--- src/rtl/tpu_pkg.sv ---
// Shared types and constants for the activation requantize/pack path.
package tpu_pkg;
    localparam int ACT_W     = 32;
    localparam int Q_W       = 8;
    localparam int LANES     = 4;
    localparam int Q_MIN     = -128;
    localparam int Q_MAX     = 127;
    localparam int SCALE_W   = 16;
    localparam int PROD_W    = ACT_W + SCALE_W + 1;
    localparam int UB_ADDR_W = 8;

    typedef enum logic [1:0] {IDLE, STREAM, DRAIN} pack_state_t;

    typedef struct packed {
        logic [UB_ADDR_W-1:0] addr;
        logic [ACT_W-1:0]     data;
        logic [LANES-1:0]     strb;
    } ub_wr_t;

    function automatic logic [Q_W-1:0] sat_q(input logic signed [PROD_W-1:0] r);
        if (r > PROD_W'(Q_MAX))
            return Q_W'(Q_MAX);
        else if (r < PROD_W'(Q_MIN))
            return Q_W'(Q_MIN);
        else
            return r[Q_W-1:0];
    endfunction
endpackage

--- src/rtl/act_requant_packer_if.sv ---
// Unified-buffer word write port (valid/ready).
interface act_requant_packer_if #(parameter int ADDR_W = 8);
    logic              wr_valid;
    logic              wr_ready;
    logic [ADDR_W-1:0] wr_addr;
    logic [31:0]       wr_data;
    logic [3:0]        wr_strb;

    modport master (output wr_valid, wr_addr, wr_data, wr_strb, input wr_ready);
    modport slave  (input wr_valid, wr_addr, wr_data, wr_strb, output wr_ready);
endinterface

--- src/rtl/sync_fifo.sv ---
// Single-clock FIFO; a push while full is accepted only when a pop frees a slot that same cycle.
module sync_fifo #(
    parameter type T     = logic,
    parameter int  DEPTH = 4
) (
    input  logic clk,
    input  logic reset,
    input  logic push,
    input  T     push_data,
    input  logic pop,
    output T     head,
    output logic empty,
    output logic full
);
    localparam int PW = $clog2(DEPTH);

    T             mem [DEPTH];
    logic [PW:0]  wr_ptr;
    logic [PW:0]  rd_ptr;
    logic         do_push;
    logic         do_pop;

    assign empty   = (wr_ptr == rd_ptr);
    assign full    = (wr_ptr[PW] != rd_ptr[PW]) && (wr_ptr[PW-1:0] == rd_ptr[PW-1:0]);
    assign do_pop  = pop && !empty;
    assign do_push = push && (!full || do_pop);
    assign head    = mem[rd_ptr[PW-1:0]];

    always_ff @(posedge clk) begin
        if (reset) begin
            wr_ptr <= '0;
            rd_ptr <= '0;
        end else begin
            if (do_push) wr_ptr <= wr_ptr + (PW+1)'(1);
            if (do_pop)  rd_ptr <= rd_ptr + (PW+1)'(1);
        end
    end

    always_ff @(posedge clk) begin
        if (do_push) mem[wr_ptr[PW-1:0]] <= push_data;
    end
endmodule

--- src/rtl/act_requant_packer.sv ---
// Requantizes the 32-bit activation stream to int8 and packs four bytes per unified-buffer word.
//   state  | meaning
//   IDLE   | waiting for start; samples arriving here are dropped
//   STREAM | accepting samples into the requant pipeline
//   DRAIN  | no new samples; finishing pipeline, partial word and FIFO
module act_requant_packer
    import tpu_pkg::*;
#(
    parameter int ADDR_W     = UB_ADDR_W,
    parameter int FIFO_DEPTH = 4
) (
    input  logic                       clk,
    input  logic                       reset,
    input  logic                       start,
    input  logic                       flush,
    input  logic [ADDR_W-1:0]          base_addr,
    input  logic [SCALE_W-1:0]         scale,
    input  logic [4:0]                 shift,
    input  logic                       valid_in,
    input  logic [ACT_W-1:0]           data_in,
    act_requant_packer_if.master       wr,
    output logic                       busy,
    output logic                       done,
    output logic                       overflow
);
    pack_state_t              state, state_nxt;
    logic                     s1_valid, s2_valid;
    logic signed [PROD_W-1:0] s1_prod;
    logic signed [PROD_W-1:0] bias;
    logic signed [PROD_W-1:0] rounded;
    logic [Q_W-1:0]           s2_byte;
    logic [1:0]               lane;
    logic [23:0]              pack;
    logic [ADDR_W-1:0]        addr;
    logic                     push_valid;
    ub_wr_t                   push_entry;
    ub_wr_t                   head;
    logic                     fifo_empty, fifo_full, fifo_pop;
    logic                     take, pipe_empty, part_push, drain_ok, start_run;

    assign take       = valid_in && (state == STREAM);
    assign start_run  = (state == IDLE) && start;
    assign pipe_empty = !s1_valid && !s2_valid;
    assign part_push  = (state == DRAIN) && pipe_empty && (lane != 2'd0);
    assign drain_ok   = (state == DRAIN) && pipe_empty && (lane == 2'd0) && !push_valid && fifo_empty;
    assign fifo_pop   = wr.wr_valid && wr.wr_ready;
    assign busy       = (state != IDLE);

    always_comb begin
        state_nxt = state;
        unique case (state)
            IDLE:    if (start)    state_nxt = STREAM;
            STREAM:  if (flush)    state_nxt = DRAIN;
            DRAIN:   if (drain_ok) state_nxt = IDLE;
            default:               state_nxt = IDLE;
        endcase
    end

    // Round half up toward +inf before the arithmetic shift.
    assign bias    = (shift == 5'd0) ? '0 : (PROD_W'(1) <<< (shift - 5'd1));
    assign rounded = (s1_prod + bias) >>> shift;

    always_ff @(posedge clk) begin
        if (reset) begin
            state    <= IDLE;
            done     <= 1'b0;
            overflow <= 1'b0;
        end else begin
            state <= state_nxt;
            done  <= drain_ok;
            if (start_run) overflow <= 1'b0;
            if ((valid_in && state != STREAM) || (push_valid && fifo_full && !fifo_pop))
                overflow <= 1'b1;
        end
    end

    always_ff @(posedge clk) begin
        if (reset) begin
            s1_valid   <= 1'b0;
            s1_prod    <= '0;
            s2_valid   <= 1'b0;
            s2_byte    <= '0;
            lane       <= '0;
            pack       <= '0;
            addr       <= '0;
            push_valid <= 1'b0;
            push_entry <= '0;
        end else begin
            s1_valid   <= take;
            s2_valid   <= s1_valid;
            push_valid <= 1'b0;
            if (take)     s1_prod <= $signed(data_in) * $signed({1'b0, scale});
            if (s1_valid) s2_byte <= sat_q(rounded);

            if (start_run) begin
                addr <= base_addr;
                lane <= '0;
                pack <= '0;
            end else if (s2_valid) begin
                if (lane == 2'd3) begin
                    push_valid      <= 1'b1;
                    push_entry.addr <= addr;
                    push_entry.data <= {s2_byte, pack};
                    push_entry.strb <= 4'hF;
                    addr            <= addr + ADDR_W'(1);
                    lane            <= '0;
                    pack            <= '0;
                end else begin
                    pack[8*lane +: 8] <= s2_byte;
                    lane              <= lane + 2'd1;
                end
            end else if (part_push) begin
                push_valid      <= 1'b1;
                push_entry.addr <= addr;
                push_entry.data <= {8'h00, pack};
                push_entry.strb <= 4'((4'd1 << lane) - 4'd1);
                addr            <= addr + ADDR_W'(1);
                lane            <= '0;
                pack            <= '0;
            end
        end
    end

    sync_fifo #(.T(ub_wr_t), .DEPTH(FIFO_DEPTH)) u_fifo (
        .clk       (clk),
        .reset     (reset),
        .push      (push_valid),
        .push_data (push_entry),
        .pop       (fifo_pop),
        .head      (head),
        .empty     (fifo_empty),
        .full      (fifo_full)
    );

    assign wr.wr_valid = !fifo_empty;
    assign wr.wr_addr  = fifo_empty ? '0 : head.addr;
    assign wr.wr_data  = fifo_empty ? '0 : head.data;
    assign wr.wr_strb  = fifo_empty ? '0 : head.strb;
endmodule

--- src/flat_wrapper.sv ---
// flat-port wrapper written by rule: the top's interface ports become plain ports
module act_requant_packer_flat import tpu_pkg::*;
#(
    parameter int ADDR_W     = UB_ADDR_W,
    parameter int FIFO_DEPTH = 4
)
  (clk, reset, start, flush, base_addr, scale, shift, valid_in, data_in, busy, done, overflow, wr_wr_valid, wr_wr_addr, wr_wr_data, wr_wr_strb, wr_wr_ready);
  act_requant_packer_if #(.ADDR_W(ADDR_W)) wr_i ();
  input  logic clk;
  input  logic reset;
  input  logic start;
  input  logic flush;
  input  logic [ADDR_W-1:0] base_addr;
  input  logic [SCALE_W-1:0] scale;
  input  logic [4:0] shift;
  input  logic valid_in;
  input  logic [ACT_W-1:0] data_in;
  output logic busy;
  output logic done;
  output logic overflow;
  output wire logic [$bits(wr_i.wr_valid)-1:0] wr_wr_valid;
  output wire logic [$bits(wr_i.wr_addr)-1:0] wr_wr_addr;
  output wire logic [$bits(wr_i.wr_data)-1:0] wr_wr_data;
  output wire logic [$bits(wr_i.wr_strb)-1:0] wr_wr_strb;
  input wire logic [$bits(wr_i.wr_ready)-1:0] wr_wr_ready;
  assign wr_wr_valid = wr_i.wr_valid;
  assign wr_wr_addr = wr_i.wr_addr;
  assign wr_wr_data = wr_i.wr_data;
  assign wr_wr_strb = wr_i.wr_strb;
  assign wr_i.wr_ready = wr_wr_ready;
  act_requant_packer #(.ADDR_W(ADDR_W), .FIFO_DEPTH(FIFO_DEPTH)) u_core (.clk(clk), .reset(reset), .start(start), .flush(flush), .base_addr(base_addr), .scale(scale), .shift(shift), .valid_in(valid_in), .data_in(data_in), .wr(wr_i), .busy(busy), .done(done), .overflow(overflow));
endmodule
--- config.mk ---
export PLATFORM = sky130hd
export DESIGN_NAME = act_requant_packer_flat
export DESIGN_NICKNAME = d
export VERILOG_FILES = /design/src/rtl/tpu_pkg.sv /design/src/rtl/act_requant_packer_if.sv /design/src/rtl/sync_fifo.sv /design/src/rtl/act_requant_packer.sv /design/src/flat_wrapper.sv
export SDC_FILE = /design/constraint.sdc
export NUM_CORES = 2
export LEC_CHECK = 0
export ABC_AREA = 1
export CORE_AREA = 2 2 278 280
export CTS_BUF_LIST = sky130_fd_sc_hd__clkbuf_16
export CTS_CLUSTER_SIZE = 28
export DETAILED_ROUTE_END_ITERATION = 8
export DIE_AREA = 0 0 280 282
export PLACE_DENSITY_LB_ADDON = 0.12
export SLEW_MARGIN = 20
export SYNTH_ARGS = -nofsm -noshare
export SYNTH_HDL_FRONTEND = slang
export SYNTH_SLANG_ARGS = --single-unit
--- constraint.sdc ---
create_clock -name clk -period 10.2 [get_ports clk]
set_input_delay 2.55 -clock clk [delete_from_list [all_inputs] [get_ports clk]]
set_output_delay 2.55 -clock clk [all_outputs]
set_load 0.02 [all_outputs]
Word-level counts from Yosys, hierarchy flattened --
Memories as Yosys holds them, arrays and structs flattened. A register that Yosys moved wholly into a read port is not among the register bits. Cells that the tools add are included.
Operators by class: muxes and demuxes 33, eq/ne operators 12, bitwise logic cells 1, reductions and logical operators 35, shifts and indexed selects 5, add/sub/neg operators 8, order comparisons 2, multipliers 1
Operators by type and width (number):
- two-way mux 44 bit | 3
- two-way mux 24 bit | 3
- two-way mux 8 bit | 7
- adder 49 bit | 1
- > comparator 49 x 8 -> 1 bit, second input constant | 1
- less-than comparator 49 x 8 -> 1 bit, second input constant | 1
- multiplier 32 x 17 -> 49 bit | 1
- two-way mux 49 bit | 1
- <<< shifter 1 x 5 -> 49 bit, first input constant | 1
- >>> shifter 49 x 5 -> 49 bit | 1
- negation 5 -> 34 bit | 1
- variable shift 8 x 34 -> 24 bit, first input constant | 1
- indexed part select 8 x 34 -> 24 bit | 1
- two-way mux 32 bit | 1
- bitwise mux 24 bit | 1
- two-way mux 2 bit | 8
- logical AND 1 bit | 15
- adder 8 x 1 -> 8 bit, second input constant | 1
- nonzero test 2 bit | 4
- two-way mux 1 bit | 7
- adder 3 x 1 -> 3 bit, second input constant | 2
- logical NOT 1 bit | 6
- != test 2 bit, second input constant | 3
- case mux 2 bit (3 select lines) | 1
- other kinds (20) | 25
Storage, ports and cells: input bits 67, RAM bits 176, logic and storage cells 114, memories kept 1, register bits 148, output and inout bits 48
Memories:
- u_core.u_fifo.mem | depth 4, width 44, rd ports 1, clocked after Yosys merged registers in 1, wr ports 1, RTL line sync_fifo.sv:17 | T mem [DEPTH];

Longest topological paths before layout --
word-level depth 8, depth in mapped cells 41, mapped depth without buffers 38

Hierarchy --
A second synthesis with hierarchy kept.
Second synthesis, totals: cells, all modules 5301, area total of the unflattened synthesis 39034.9 sq um
By module, submodules not included:
- act_requant_packer | times used 1, area an instance 32100.8 sq um, seq. area each 2842.7 sq um, cells each 4810
- sync_fifo | times used 1, area an instance 6934.2 sq um, seq. area each 5445.2 sq um, cells each 491

Worst setup path after synthesis --
OpenSTA, ideal clock, no wires.
path kind input port to flip-flop, from input data_in[6], to register u_core.s1_prod[44], setup time 0.115 ns, arrival 8.386 ns, path buffers 2, data required time 10.085 ns, slack 1.699 ns, cell stages on the path 28, path through clkbuf_1 -> clkbuf_1 -> nand2_1 -> fa_1 -> inv_1 -> fa_1 -> fa_1 -> fa_1 -> inv_1 -> fa_1 -> inv_1 -> fa_1 -> ha_1 -> a21oi_1 -> o21ai_0 -> a21oi_1 -> o21ai_1 -> nand2_1 -> nand2_1 -> a21oi_1 -> o21bai_1 -> nand2_1 -> nand2_1 -> a21boi_1 -> o21ai_0 -> xor2_1 -> o21ai_0 -> inv_1
Between the ends: longest elaborated chain between the ends 1
Ends and longest elaborated chain:
- from (decl) | RTL line flat_wrapper.sv:17 | input logic [ACT_W-1:0] data_in;
- multiplier 32 x 17 -> 49 bit | RTL line act_requant_packer.sv:92 | if (take) s1_prod <= $signed(data_in) * $signed({1'b0, scale});
- to (signal assigned) | RTL line act_requant_packer.sv:92
- to (decl) | RTL line act_requant_packer.sv:28 | logic signed [PROD_W-1:0] s1_prod;
Every way passes these cells. A chain may end at the register's enable or synchronous reset.

Worst setup path in the final report --
from input scale[4], to register u_core.s1_prod[44]
Between the ends: longest elaborated chain between the ends 1
Ends and longest elaborated chain:
- from (decl) | RTL line flat_wrapper.sv:14 | input logic [SCALE_W-1:0] scale;
- multiplier 32 x 17 -> 49 bit | RTL line act_requant_packer.sv:92
Every way passes these cells.

==> impl_results.md <==
* Area fraction of the dominant cell type after synthesis at 0.2606
* Utilization of the core after routing at 0.5368
* First-pass GRT wire length at 167200 um
* Post-CTS setup buffers at 0
* Final hold viol count at 0
* CP Class: in2reg
* Hold Worst Slack at 458.6 ps
* Max_cap viols at 0
* Period Utilization, post-route at 0.8779
* Layout cells sized above 1 at 0.04118
* Worst-path fanout max at 20
* Post-synth EDFFs at 176
* Setup TNS at 0 ps
* Layout fillers at 7400
* Initial Util at 0.4973
* Yosys warning count at 0
* ANT nets after route at 0
* Synthesized area at 37640 um2
* Post-synth top cells: 1286 x nand2_1, 1073 x inv_1, 490 x fa_1
* I/O Buffers at 114
* Most used DFF post-synth: edfxtp_1
* CTS hold repair buffers at 0
* Pins Over Slew Limit at 0
* Overall power consumption at 13.56 mW
* Row cnt at 101
* Max Freq at 111.7 MHz
* FFs w/ async S/R, synth at 0
* TritonRoute pass-1 iters at 6
* Synth Register Bits at 326
* CP Data Arrival Time at 9420 ps
* Status: finished clean
* Most frequent cell after synthesis: nand2_1
* H-Tree Depth at 1
* Average vias per placed instance at 5.173
* DR iter-0 viols at 2140
* RSZ-0062 raised after global routing: no
* CP required at 10660 ps
* Minimum clock period at 8955 ps
* CTS Buf Count at 31
* Hold Path Class: reg2reg
* CORE AREA at 75700 um2
* Io pins at 115
* Synth area leader: fa_1
* GPL Wtd Cong at 0.9518
* Root buffer cell: clkbuf_16
* Tot GR Track Use at 0.2649
* CTS resizes at 0
* Area contributors post-synth: fa_1 26%, edfxtp_1 14%, nand2_1 13%
* Netlist cell types at 51
* Crit start category: input port
* Maximum VDD drop at 0.0004932 V
* Die area at 78960 um2
* Synth-to-Final Area Change at 7.941%
* Cells after Synth at 5068
* Final Setup Violations at 0
* Vias in the first global route at 32080
* Seq/Total Area, Yosys at 0.2202
* Syn Nets at 5784
* Slew of the pin with the lowest slew margin at 1007 ps
* Antenna Cells at 0
* Leakage at 21.14 nW
* Power Density at 333.7 nW/um2
* Nets at 5767
* DP HPWL at 81250 um
* Clock buffer depth at 3
* Reg clk slew, reported paths at 70 ps
* Clock Sink Count at 326
* Die X at 280 um
* Worst-Skew Late Latency at 570 ps
* Pin count of the biggest net entering global routing at 90
* Initial antenna violation count at 1
* Slew HR at 0.3286
* Remaining Overflow, GRT at 0
* CTS tree: built
* Worst reg-to-reg setup slack at 6060 ps
* Routed WL at 101800 um
* Clk_skew at 10.53 ps
* Vias at 31310
* Critical Path End Type: flop
* Mean Syn Cell Area at 7.427 um2
* DRC violations left at 0
* Wire per inst at 16.82 um
* Die Ht at 282 um
[state kept, by name, summed over array words and instances, names as in the netlist, named ones only]
register              cells
u_core.s2_valid           1
u_core.u_fifo.rd_ptr      3
u_core.u_fifo.mem       176
u_core.s1_prod           49
u_core.push_entry        44
u_core.push_valid         1
u_core.overflow           1
u_core.addr               8
u_core.done               1
u_core.lane               2
u_core.state              2
u_core.pack              24
u_core.s2_byte            8
u_core.s1_valid           1
u_core.u_fifo.wr_ptr      3
[cell type report]
class | instances | area [um2] | share of cell area
Multi-Input combinational cell | 3406 | 24340 | 0.5990
Sequential cell | 326 | 8290 | 0.2040
Inverter | 1091 | 4098 | 0.1008
Timing Repair Buffer | 195 | 1724 | 0.04243
Tap cell | 978 | 1224 | 0.03012
Clock buffer | 31 | 775.7 | 0.01909
Clock inverter | 26 | 180.2 | 0.004434
[per-stage QoR]
step                area (um2)  cells  worst slack, ps
floorplan                37640   5068             1699
global route             40630   6053            864.1
global placement         39680   5996            716.6
CTS                      40630   6053             1293
detailed placement       39680   5996            685.2
finish                   40630   6053             1245
[power breakdown]
part           total (mW)  internal, mW  switching, mW
Combinational        11.0          4.29           6.69
Clock                1.10         0.603          0.498
Sequential           1.48          1.42         0.0544
[placed cells by master (no fill, tap or decap), types with 44 or more instances in the layout]
| cell type | instances |
|---|---|
| clkdlybuf4s50_1 | 109 |
| nand2_1 | 1286 |
| nand3_1 | 439 |
| dfxtp_1 | 148 |
| fa_1 | 490 |
| xor2_1 | 51 |
| inv_1 | 1076 |
| nor2_1 | 397 |
| buf_4 | 81 |
| edfxtp_1 | 176 |
| ha_1 | 159 |
| a21oi_1 | 151 |
| o21ai_0 | 175 |
| o32ai_1 | 44 |
[metal layers]
metal	up-vias	GRT usage	wire, um
li1	15390	-	-
met1	14920	0.3296	42870
met2	809	0.4861	51220
met3	191	0.02254	4351
met4	2	0.08296	3368
met5	-	0	11
[kinds of logic after synthesis]
group / share of synthesized area
simple gates: 0.2450
buf+inv: 0.1343
fa+ha+maj: 0.3134
compound gates: 0.06917
flops: 0.2202
xor+xnor: 0.01675
mux: 0.001064
other cells: 0.00009962
[critical path, stage by stage]
cell	delay, ps
clkdlybuf4s50_1	930
buf_4	390
nand2_1	120
fa_1	560
inv_1	50
fa_1	470
inv_1	50
fa_1	510
fa_1	440
fa_1	560
inv_1	60
fa_1	470
ha_1	380
a21oi_1	240
o21a_1	130
nand2_1	90
a21oi_1	330
o21bai_1	160
nand2_1	90
nand2_1	80
a21boi_1	250
o21ai_0	140
xor2_1	150
o21ai_0	140
inv_1	60
[worst paths after layout]
path / start / cells past startpoint / end
setup / recovery: scale[4] / 25 / u_core.s1_prod[44]
hold / removal: u_core.pack[8] / 2 / u_core.push_entry[12]
setup reg to reg: u_core.s1_prod[0] / 29 / u_core.s2_byte[0]
hold reg to reg: u_core.pack[8] / 2 / u_core.push_entry[12]
(Power assumes the default switching activity.)
